$ cat config.mk
export PLATFORM = sky130hd
export DESIGN_NAME = gate_chip_tester
export DESIGN_NICKNAME = d
export VERILOG_FILES = /design/src/rtl/gate_chip_tester.sv
export SDC_FILE = /design/constraint.sdc
export NUM_CORES = 1
export LEC_CHECK = 0
export ABC_AREA = 1
export BUFFER_PORTS_ARGS = -buffer_cell sky130_fd_sc_hd__buf_2
export CAP_MARGIN = 20
export CORE_ASPECT_RATIO = 0.7
export CORE_UTILIZATION = 25
export DETAILED_ROUTE_END_ITERATION = 8
export PLACE_DENSITY = 0.46
export SLEW_MARGIN = 40
export SYNTH_ARGS = -nofsm -noshare
export SYNTH_HDL_FRONTEND = slang
export SYNTH_SLANG_ARGS = --single-unit
$ cat constraint.sdc
create_clock -name Clk -period 2.3 [get_ports Clk]
set_clock_uncertainty 0.05 [all_clocks]
set_input_delay 0.575 -clock Clk [delete_from_list [all_inputs] [get_ports Clk]]
set_output_delay 0.575 -clock Clk [all_outputs]
set_load 0.02 [all_outputs]
$ cat src/rtl/gate_chip_tester.sv
// gate_chip_tester: run-time selectable tester for 2-input logic-gate TTL chips.
// Drives all four input combinations onto every gate, waits for the socket to settle,
// and compares the synchronised gate outputs against the selected truth table.
// Reports pass/fail, a per-gate fail mask and the first failing vector.
module gate_chip_tester #(
  parameter int NUM_GATES     = 4,
  parameter int SETTLE_CYCLES = 50
) (
  input  logic                 Clk,
  input  logic                 Reset,
  input  logic                 Run,
  input  logic [2:0]           Mode,
  input  logic [NUM_GATES-1:0] Dut_Out,
  output logic [NUM_GATES-1:0] A,
  output logic [NUM_GATES-1:0] B,
  output logic                 Drive_En,
  output logic                 Done,
  output logic                 RSLT,
  output logic [NUM_GATES-1:0] Fail_Mask,
  output logic [1:0]           Fail_Vec,
  output logic                 Fail_Valid
);

  // SETTLE_CYCLES-1 always fits in clog2(SETTLE_CYCLES) bits
  localparam int CNT_W = (SETTLE_CYCLES > 1) ? $clog2(SETTLE_CYCLES) : 1;
  localparam logic [CNT_W-1:0] SETTLE_LOAD = CNT_W'(SETTLE_CYCLES - 1);

  localparam logic [2:0] MODE_NAND = 3'd0;
  localparam logic [2:0] MODE_NOR  = 3'd1;
  localparam logic [2:0] MODE_AND  = 3'd2;
  localparam logic [2:0] MODE_OR   = 3'd3;
  localparam logic [2:0] MODE_XOR  = 3'd4;

  typedef enum logic [2:0] {
    IDLE,
    APPLY,
    SETTLE,
    SAMPLE,
    DONE
  } state_t;

  state_t               state;
  state_t               state_nxt;

  logic [2:0]           mode_q;
  logic [2:0]           mode_nxt;
  logic [1:0]           vec;
  logic [1:0]           vec_nxt;
  logic [CNT_W-1:0]     cnt;
  logic [CNT_W-1:0]     cnt_nxt;
  logic [NUM_GATES-1:0] sync1;
  logic [NUM_GATES-1:0] sync2;

  logic [NUM_GATES-1:0] a_nxt;
  logic [NUM_GATES-1:0] b_nxt;
  logic                 drive_nxt;
  logic                 done_nxt;
  logic                 rslt_nxt;
  logic [NUM_GATES-1:0] mask_nxt;
  logic [1:0]           fvec_nxt;
  logic                 fvalid_nxt;

  logic [NUM_GATES-1:0] vec_a;
  logic [NUM_GATES-1:0] vec_b;
  logic [NUM_GATES-1:0] expected;
  logic [NUM_GATES-1:0] mismatch;

  // Odd gates get the inverted vector so neighbouring pins always sit at opposite levels
  always_comb begin
    vec_a = '0;
    vec_b = '0;
    for (int g = 0; g < NUM_GATES; g++) begin
      if (g % 2 == 1) begin
        vec_a[g] = ~vec[1];
        vec_b[g] = ~vec[0];
      end else begin
        vec_a[g] = vec[1];
        vec_b[g] = vec[0];
      end
    end
  end

  // Truth-table value each gate should produce for the inputs currently being driven
  always_comb begin
    expected = '0;
    for (int g = 0; g < NUM_GATES; g++) begin
      case (mode_q)
        MODE_NAND: expected[g] = ~(A[g] & B[g]);
        MODE_NOR:  expected[g] = ~(A[g] | B[g]);
        MODE_AND:  expected[g] = A[g] & B[g];
        MODE_OR:   expected[g] = A[g] | B[g];
        MODE_XOR:  expected[g] = A[g] ^ B[g];
        default:   expected[g] = 1'b0;
      endcase
    end
  end

  assign mismatch = expected ^ sync2;

  // State register
  always_ff @(posedge Clk) begin
    if (!Reset) begin
      state <= IDLE;
    end else begin
      state <= state_nxt;
    end
  end

  // Next-state and next-value logic for every register of the tester
  always_comb begin
    state_nxt  = state;
    mode_nxt   = mode_q;
    vec_nxt    = vec;
    cnt_nxt    = cnt;
    a_nxt      = A;
    b_nxt      = B;
    drive_nxt  = Drive_En;
    done_nxt   = 1'b0;
    rslt_nxt   = RSLT;
    mask_nxt   = Fail_Mask;
    fvec_nxt   = Fail_Vec;
    fvalid_nxt = Fail_Valid;

    case (state)
      IDLE: begin
        if (Run) begin
          mode_nxt   = Mode;
          vec_nxt    = 2'd0;
          mask_nxt   = '0;
          fvec_nxt   = 2'd0;
          fvalid_nxt = 1'b0;
          rslt_nxt   = 1'b0;
          if (Mode > MODE_XOR) begin
            mask_nxt  = '1;
            state_nxt = DONE;
          end else begin
            state_nxt = APPLY;
          end
        end
      end

      APPLY: begin
        a_nxt     = vec_a;
        b_nxt     = vec_b;
        drive_nxt = 1'b1;
        cnt_nxt   = SETTLE_LOAD;
        state_nxt = SETTLE;
      end

      SETTLE: begin
        if (cnt == '0) begin
          state_nxt = SAMPLE;
        end else begin
          cnt_nxt = cnt - 1'b1;
        end
      end

      SAMPLE: begin
        mask_nxt = Fail_Mask | mismatch;
        if ((|mismatch) && !Fail_Valid) begin
          fvec_nxt   = vec;
          fvalid_nxt = 1'b1;
        end
        if (vec == 2'd3) begin
          state_nxt = DONE;
        end else begin
          vec_nxt   = vec + 2'd1;
          state_nxt = APPLY;
        end
      end

      DONE: begin
        // Done is raised on the first DONE cycle even if Run already dropped,
        // and afterwards follows Run so the top sees a clean handshake
        done_nxt  = Run | ~Done;
        drive_nxt = 1'b0;
        a_nxt     = '0;
        b_nxt     = '0;
        rslt_nxt  = (Fail_Mask == '0);
        if (!Run) begin
          state_nxt = IDLE;
        end
      end

      default: begin
        state_nxt = IDLE;
      end
    endcase
  end

  // Datapath registers, socket drive, results and the free-running input synchroniser
  always_ff @(posedge Clk) begin
    if (!Reset) begin
      mode_q     <= 3'd0;
      vec        <= 2'd0;
      cnt        <= '0;
      sync1      <= '0;
      sync2      <= '0;
      A          <= '0;
      B          <= '0;
      Drive_En   <= 1'b0;
      Done       <= 1'b0;
      RSLT       <= 1'b0;
      Fail_Mask  <= '0;
      Fail_Vec   <= 2'd0;
      Fail_Valid <= 1'b0;
    end else begin
      mode_q     <= mode_nxt;
      vec        <= vec_nxt;
      cnt        <= cnt_nxt;
      sync1      <= Dut_Out;
      sync2      <= sync1;
      A          <= a_nxt;
      B          <= b_nxt;
      Drive_En   <= drive_nxt;
      Done       <= done_nxt;
      RSLT       <= rslt_nxt;
      Fail_Mask  <= mask_nxt;
      Fail_Vec   <= fvec_nxt;
      Fail_Valid <= fvalid_nxt;
    end
  end

endmodule

==> results of run 1 <==
==> final timing paths <==
| path | end | cells past startpoint | from | slack (ps) |
|---|---|---|---|---|
| max | Fail_Vec[0]$_SDFFE_PN0P_ | 11 | A[2]$_SDFFE_PN0P_ | 440 |
| min | sync2[3]$_SDFF_PN0_ | 2 | sync1[3]$_SDFF_PN0_ | 370 |
| max reg2reg | Fail_Vec[0]$_SDFFE_PN0P_ | 11 | A[2]$_SDFFE_PN0P_ | 440 |
| min reg2reg | sync2[3]$_SDFF_PN0_ | 2 | sync1[3]$_SDFF_PN0_ | 370 |
==> synth_stat cells, types with 3 or more instances <==
cell type and count:
ha_1 7, nor3_1 3, inv_1 37, o21bai_1 4
nand3_1 14, buf_4 4, o21ai_0 10, a21oi_1 19
nand2_2 5, a211oi_1 4, nor2_1 19, nand4_1 6
nand2_1 37, dfxtp_1 36, nor2_2 3
==> sequential cells by signal (all words and copies together), names as in the netlist <==
| signal | cells |
|---|---|
| B | 2 |
| cnt | 6 |
| A | 2 |
| sync1 | 4 |
| Fail_Mask | 4 |
| vec | 2 |
| mode_q | 3 |
| RSLT | 1 |
| Drive_En | 1 |
| sync2 | 4 |
| Fail_Vec | 2 |
| Fail_Valid | 1 |
| Done | 1 |
| state | 3 |
==> metrics by stage <==
stage / instance area (µm²) / cells / util / worst slack [ps] / hold WS, ps
after floorplan: 1730 / 230 / - / 557 / 340
after global placement: 1950 / 342 / 0.302 / 407 / 346
after detailed placement: 1950 / 342 / 0.302 / 430 / 351
after CTS: 2060 / 350 / 0.319 / 403 / 369
after global routing: 2060 / 350 / 0.319 / 220 / 390
final: 2060 / 350 / 0.319 / 437 / 365
==> kinds of logic (layout without fill, tap and decap cells) <==
| group | count (synthesis) | after routing | synth area share |
|---|---|---|---|
| adder cells (fa/ha/maj) | 7 | 7 | 0.0506 |
| flip-flops | 36 | 36 | 0.416 |
| buffers and inverters | 48 | 77 | 0.115 |
| AND/OR/NAND/NOR | 96 | 96 | 0.273 |
| AO/OA/AOI/OAI | 43 | 43 | 0.145 |
==> per-layer routing <==
layer  vias to the layer above  routed length (µm)
met2                        33                1350
met5                         -                   0
met3                         6                 206
met4                         0                  67
li1                        805                   -
met1                       640                2260
==> critical path, delay by kind of cell (launching register included) <==
| kind | cells | cell delay [ps] |
|---|---|---|
| and+or+nand+nor | 7 | 690 |
| DFF | 1 | 420 |
| adders and majority gates | 1 | 280 |
| AOI/OAI and AO/OA | 2 | 270 |
| buffers and inverters | 1 | 70 |
==> power by group <==
part,switching [mW],leakage (nW),internal [mW]
Clock,0.233,0.0541,0.321
Sequential,0.0969,0.295,0.729
Combinational,0.488,0.619,0.263
==> layout make-up <==
cell class	count	area, µm²
fill	732	4400
multi-input combinational	146	811
sequential	36	721
inverter	40	153
timing repair buffer	29	150
tap	91	114
clock buffer	5	68.8
clock inverter	3	42.5
==> flow_summary.toml, run 1 <==
[outcome]
outcome = "finished clean"

[floorplan]
die_h_um = 71.6
die_w_um = 101
num_io_pins = 28
start_util = 0.268
rows = 24
die_area_mm2 = 0.00726
core_area_mm2 = 0.00646

[global_route]
grt_max_degree = 15
grt.overflow.total = 0
track_usage = 0.122
grt_antenna_before_repair = 0
grt_use_met1 = 0.190
use_met2 = 0.153
first_global_vias = 1390
grt_pass1_wl_um = 6740
grtUsageMet3 = 0.0341
busiest_layer = "met1"

[timing]
setup-tns-final_ps = 0
worstMarginPinSlew_ps = 466
period_share = 0.810
hold_violations = 0
relSlewSlack = 0.689
grt_setup_unrepaired = "false"
maxSlewViolCount = 0
min_period_ps = 1860
fmax_ghz = 0.537
finalSetupViolCount = 0

[route]
first_iter_violations = 62
ant_nets = 0
wl_um = 3880
drt_pass1_iterations = 4
wl_per_cell_um = 11.1
vias_per_cell = 4.24
dr_total_vias = 1484
drc = 0

[clocking]
clkTransAtPathRegs_ps = 80
cts-resized-gates = 0
clockRootBuffer = "clkbuf_8"
post_cts_buffers = 0
cts_max_level = 2
clock_path_buffers = 2
hold_buffers = 0
cts_sinks = 36
cts_tree = "done"
worstSkewPairLatency_ps = 290
cts_buffers = 5

[setup_path]
path_cells = "inv_1 -> ha_1 -> nand3_1 -> nand3_1 -> o21bai_1 -> nand2_1 -> nor2_1 -> nand2_1 -> nand2_2 -> nand3_1 -> a21oi_1"
crit_arrival_ps = 2030
cp-start-kind = "register"
crit_slowest_cell = "dfxtp_1"
cpMostUsedCell = "nand3_1"
critical_path_class = "register to register"
cp_slowest_stage_delay_ps = 420
path_max_fanout = 5
crit_required_ps = 2460
cp-end-kind = "register"

[power_and_ir_drop]
power_density_mw_per_mm2 = 1030
p_leak_nw = 0.968
power_mw = 2.13
vdd_drop_max_v = 0.000338

[finish]
insertedDiodeCount = 0
layout_common_cells = "inv_1, nand2_1, dfxtp_1"
area_delta_synth_final_pct = 19.0
drive_gt1_frac = 0.212
fin_nets = 275

[synth]
synth.avg_cell_area_um2 = 7.52
synth_top_area_cell = "dfxtp_1"
netlist.area_leader.share = 0.416
synth-seq-cells = 36
async_flop_share = 0
synth_edf_count = 0
synth_nets = 247
yosysSeqAreaShare = 0.416
synth_ff_type = "dfxtp_1"
synth_cell_types = 30
netlist_area_mm2 = 0.00173
yosys_warnings = 0
netlist_instances = 230
synthTopCellsByArea = "dfxtp_1, inv_1, nand2_1"

[place]
dpl.hpwl_um = 3090
place_congestion = 0.793
portBuffers = 27

[run]
maxCapViolations = 0

[hold_path]
hp-class = "register to register"
(Power assumes the default switching activity.)
==> run 2: changes to the inputs <==
==> constraint.sdc (replaced) <==
create_clock -name Clk -period 1.8 [get_ports Clk]
set_clock_uncertainty 0.05 [all_clocks]
set_input_delay 0.45 -clock Clk [delete_from_list [all_inputs] [get_ports Clk]]
set_output_delay 0.45 -clock Clk [all_outputs]
set_load 0.02 [all_outputs]
==> flow_summary.toml, run 2 (synthesis gave the netlist of run 1 again) <==
[run]
maxCapViolations = 0

[finish]
insertedDiodeCount = 0
nFillCells = 696
design_area_mm2 = 0.00230
final_common_cell = "nand2_1"
fin_nets = 293
finalNonFillerCells = 367
drive_gt1_frac = 0.351
multiInputGateArea_um2 = 918
ff_latch_area_um2 = 733
top_register = "cnt"
largest_reg_flops = 6
layout_common_cells = "nand2_1, inv_1, dfxtp_1"
area_delta_synth_final_pct = 33.0

[global_route]
grt_pass1_wl_um = 6920
grt.overflow.total = 0
track_usage = 0.128
grt_max_degree = 11
grt_antenna_before_repair = 0
first_global_vias = 1424

[setup_path]
crit_slowest_cell = "dfxtp_4"
cp-end-kind = "register"
regToRegStartpoint = "B[1]$_SDFFE_PN0P_"
rr_worst_depth = 11
worst-path-buf-inv = 1
cpMostUsedCell = "nand2_2"
path_cells = "inv_4 -> ha_4 -> nand3_4 -> o21ai_4 -> o21bai_1 -> nand2_2 -> nor2_2 -> nand2_2 -> nand2_4 -> nand3_2 -> a21oi_2"
path_max_fanout = 3
rr_endpoint = "Fail_Vec[0]$_SDFFE_PN0P_"
crit_family = "simple AND/OR/NAND/NOR gates"
startpoint = "B[1]$_SDFFE_PN0P_"
crit_required_ps = 1960
crit_arrival_ps = 1880
critical_path_class = "register to register"
cp_slowest_stage_delay_ps = 380
crit_end = "Fail_Vec[0]$_SDFFE_PN0P_"
cp-start-kind = "register"
regToRegSetupSlack_ps = 80
cp.depth = 11

[route]
first_iter_violations = 58
drc = 0
drt_pass1_iterations = 4
vias_per_cell = 4.28
wl_per_cell_um = 11.5
ant_nets = 0
wl_um = 4220
dr_total_vias = 1571

[floorplan]
die_area_mm2 = 0.00726
die_w_um = 101
start_util = 0.268
core_area_mm2 = 0.00646
rows = 24
die_h_um = 71.6
num_io_pins = 28

[power_and_ir_drop]
power_density_mw_per_mm2 = 1250
p_leak_nw = 1.07
vdd_drop_max_v = 0.000318

[timing]
fmax_ghz = 0.581
relSlewSlack = 0.751
min_period_ps = 1720
period_share = 0.956
maxSlewViolCount = 0
hold_ws_ps = 284
finalSetupViolCount = 0
grt_setup_unrepaired = "true"
hold_violations = 0
worstMarginPinSlew_ps = 373

[clocking]
worstSkewPairLatency_ps = 290
cts_buffers = 5
clockRootBuffer = "clkbuf_8"
clock_path_buffers = 2
cts_max_level = 2
clkTransAtPathRegs_ps = 80
cts_tree = "done"
cts_sinks = 36
hold_buffers = 0

[place]
portBuffers = 27
place_congestion = 0.801
dpl.hpwl_um = 3200
dpl_cell_area_mm2 = 0.00205
place_inst = 356

[outcome]
outcome = "finished clean"

[hold_path]
hp-class = "input port to register"
## run 2: changes by cell type in the layout (fill, tap and decap cells not counted), sizes merged
cell | previous run | this run
buf | 29 | 47
bufinv | 1 | 0
clkbuf | 5 | 7
clkinv | 1 | 0
clkinvlp | 1 | 0
## run 2: area by class of cell
class                      count  area share
clock buffer                   7      0.0418
inverter                      40      0.0674
multi-input combinational    146       0.399
sequential                    36       0.318
tap                           91      0.0495
timing repair buffer          47       0.124
## run 2: repair_timing
item | 4_1_cts | 5_1_grt
hold endpoints to repair | 0 | 0
resized for setup | 1 | 32
setup endpoints to repair | 1 | 3
setup buffers | 0 | 4
pin swaps | 1 | 16
## run 2: report_power, final
part           total, mW  switching [mW]  internal, mW  leakage [nW]
Combinational       1.18           0.701         0.476         0.719
Clock              0.636           0.294         0.341        0.0503
Sequential          1.07           0.133         0.941         0.298
Total               2.89            1.13          1.76          1.07
## run 2: how the worst min path moves through the flow
stage	from	to	slack, ps	cells past startpoint
2_1_floorplan	sync1[0]$_SDFF_PN0_	sync2[0]$_SDFF_PN0_	340	2
3_3_place_gp	sync1[1]$_SDFF_PN0_	sync2[1]$_SDFF_PN0_	350	2
3_5_place_dp	sync1[1]$_SDFF_PN0_	sync2[1]$_SDFF_PN0_	350	2
4_1_cts	Dut_Out[2]	sync1[2]$_SDFF_PN0_	280	3
5_1_grt	Dut_Out[2]	sync1[2]$_SDFF_PN0_	290	3
6_report	Dut_Out[2]	sync1[2]$_SDFF_PN0_	280	3
## run 2: worst min-delay path: cells and delay by family
| family | cells | cell delay [ps] |
|---|---|---|
| buffers and inverters | 2 | 110 |
| AND/OR/NAND/NOR | 1 | 40 |
## run 2: per-stage QoR
step	setup TNS (ps)	total power [mW]	setup WS, ps	util
6_report	0	2.89	79.2	0.357
5_1_grt	-61.2	3.12	-44.2	0.357
2_1_floorplan	0	1.80	57.0	-
3_5_place_dp	0	2.13	26.8	0.318
3_3_place_gp	0	2.13	74.4	0.318
4_1_cts	0	2.77	25.5	0.333
## run 2: per-layer routing
metal	wire length, µm	GRT usage
met5	0	0
met4	24	0.0483
met3	152	0.0322
met2	1570	0.161
met1	2480	0.201
==> run 3: changes to the inputs <==
--- a/config.mk
+++ b/config.mk
@@ -5,12 +5,12 @@
 export SDC_FILE = /design/constraint.sdc
 export NUM_CORES = 1
 export LEC_CHECK = 0
-export ABC_AREA = 1
 export BUFFER_PORTS_ARGS = -buffer_cell sky130_fd_sc_hd__buf_2
 export CAP_MARGIN = 20
 export CORE_ASPECT_RATIO = 0.7
 export CORE_UTILIZATION = 25
 export DETAILED_ROUTE_END_ITERATION = 8
+export GPL_TIMING_DRIVEN = 1
 export PLACE_DENSITY = 0.46
 export SLEW_MARGIN = 40
 export SYNTH_ARGS = -nofsm -noshare
==> flow_summary.toml, run 3 <==
[synth]
synth_cell_types = 39
synthTopCellsByArea = "dfxtp_1, nor2_1, ha_1"
synth_top_area_cell = "dfxtp_1"
yosys_warnings = 0
synth_nets = 208
yosys.cell_count.top_type = "dfxtp_1"
yosysSeqAreaShare = 0.427
netlist_instances = 191
netlist_top_cells_count = "dfxtp_1, nor2_1, nand2_1"
synth_ff_type = "dfxtp_1"
netlist_area_mm2 = 0.00169
synth-seq-cells = 36
synth.avg_cell_area_um2 = 8.83
synth_edf_count = 0
netlist.area_leader.share = 0.427
async_flop_share = 0

[route]
ant_nets = 0
highest_layer = "met4"
dr_total_vias = 1357
wl_um = 3900
vias_per_cell = 4.20
drt_pass1_iterations = 4
wl_met2_um = 1490
met3RoutedLength_um = 156
drc = 0
wl_per_cell_um = 12.1
wl_met1_um = 2220
first_iter_violations = 78

[finish]
fin_nets = 248
insertedDiodeCount = 0
design_area_mm2 = 0.00220
final_common_cell = "dfxtp_1"
finalNonFillerCells = 323
multiInputGateArea_um2 = 955
layout_common_cells = "dfxtp_1, nor2_1, buf_2"
drive_gt1_frac = 0.349
ff_latch_area_um2 = 732
area_delta_synth_final_pct = 30.7
nFillCells = 684
largest_reg_flops = 6
top_register = "cnt"

[clocking]
cts_sinks = 36
hold_buffers = 0
clock_path_buffers = 2
cts_tree = "done"
clkTransAtPathRegs_ps = 80
cts_max_level = 2
clockRootBuffer = "clkbuf_8"
worstSkewPairLatency_ps = 300
cts_buffers = 5

[timing]
setup_ws_ps = -43.2
relSlewSlack = 0.734
fmax_ghz = 0.543
maxSlewViolCount = 0
worstMarginPinSlew_ps = 395
hold_ws_ps = 306
finalSetupViolCount = 3
period_share = 1.02
min_period_ps = 1840
grt_setup_unrepaired = "true"
hold_violations = 0

[place]
place_inst = 314
dpl_cell_area_mm2 = 0.00202
portBuffers = 27
pre_cts_slack_ps = -10.2
dpl.hpwl_um = 2850
place_congestion = 0.725

[floorplan]
core_area_mm2 = 0.00637
die_w_um = 100
die_area_mm2 = 0.00708
start_util = 0.265
rows = 24
num_io_pins = 28
die_h_um = 70.7

[outcome]
violations = "negative setup slack"
outcome = "finished with violations"

[global_route]
grt_max_degree = 17
grt.overflow.total = 0
grt_pass1_wl_um = 6330
grt_antenna_before_repair = 0
first_global_vias = 1230
track_usage = 0.117

[power_and_ir_drop]
vdd_drop_max_v = 0.000360
seq_power_share = 0.423
power_density_mw_per_mm2 = 1030
pwr-share-clk = 0.264
power_mw = 2.28
p_leak_nw = 0.926
switchingPower_mw = 0.780
p_comb_frac = 0.313
p_int_mw = 1.50
netSwitchingFraction = 0.342

[setup_path]
crit_arrival_ps = 1990
cp_slowest_stage_delay_ps = 380
regToRegSetupSlack_ps = -40
startpoint = "A[2]$_SDFFE_PN0P_"
crit_family = "compound AO/OA/AOI/OAI gates"
cp-start-kind = "register"
cp-end-kind = "register"
worst-path-buf-inv = 2
path_max_fanout = 3
rr_worst_depth = 9
crit_end = "Fail_Valid$_SDFFE_PN0P_"
path_cells = "inv_2 -> ha_4 -> xnor2_2 -> o22ai_2 -> a31oi_2 -> mux2i_1 -> a211oi_2 -> buf_4 -> o21a_1"
crit_slowest_cell = "dfxtp_4"
critical_path_class = "register to register"
rr_endpoint = "Fail_Valid$_SDFFE_PN0P_"
crit_required_ps = 1950
cp.depth = 9
regToRegStartpoint = "A[2]$_SDFFE_PN0P_"

[run]
maxCapViolations = 0

[hold_path]
hold_start = "Dut_Out[2]"
hp-class = "input port to register"
-- run 3: kinds of logic (layout without fill, tap and decap cells) --
logic type | after synthesis | count (layout) | share of synthesized area
compound gates | 29 | 29 | 0.128
xor+xnor | 14 | 14 | 0.0727
fa+ha+maj | 7 | 7 | 0.0519
buf+inv | 21 | 62 | 0.0593
flops | 36 | 36 | 0.427
mux | 8 | 8 | 0.0482
simple gates | 76 | 76 | 0.213
-- run 3: worst reg2reg max path, cell delays in order, from the launching register on --
cell,delay [ps]
dfxtp_4,380
inv_2,50
ha_4,150
xnor2_2,140
o22ai_2,100
a31oi_2,210
mux2i_1,250
a211oi_2,90
buf_4,150
o21a_1,170
-- run 3: worst min-delay path by stage --
stage	end	depth (start not counted)
2_1_floorplan	sync2[0]$_SDFF_PN0_	1
3_3_place_gp	sync2[1]$_SDFF_PN0_	1
3_5_place_dp	sync2[1]$_SDFF_PN0_	1
4_1_cts	sync1[2]$_SDFF_PN0_	2
5_1_grt	sync1[2]$_SDFF_PN0_	2
6_report	sync1[2]$_SDFF_PN0_	2
-- run 3: power groups by stage --
stage          Sequential, mW  Clock (mW)  Combinational (mW)
2_1_floorplan           0.980           0               0.450
3_3_place_gp            0.978           0               0.655
3_5_place_dp            0.976           0               0.653
4_1_cts                 0.962       0.619               0.683
5_1_grt                 0.979       0.658               0.793
6_report                0.965       0.602               0.713
-- run 3: final cells by class --
type	count	area share
Multi-Input combinational cell	134	0.433
Sequential cell	36	0.332
Timing Repair Buffer	46	0.128
Tap cell	91	0.0516
Clock buffer	5	0.0312
Inverter	8	0.0136
Clock inverter	3	0.0108
-- run 3: routing by layer --
metal,vias to the layer above,global-route usage
li1,716,-
met1,611,0.181
met2,26,0.148
met3,4,0.0336
met4,0,0.0435
met5,-,0
-- run 3: timing repair --
action,CTS,global route
endpoints found under the hold margin,0,0
gates resized for setup,7,9
pin swaps,4,5
buffers inserted,0,1
endpoints found under the setup margin,2,10
-- run 3: per-stage QoR --
stage | utilization | setup TNS, ps
CTS | 0.337 | -27.9
floorplan | - | -11.8
global placement | 0.318 | 0
finish | 0.346 | -95.1
global route | 0.346 | -467
detailed placement | 0.318 | -19.4
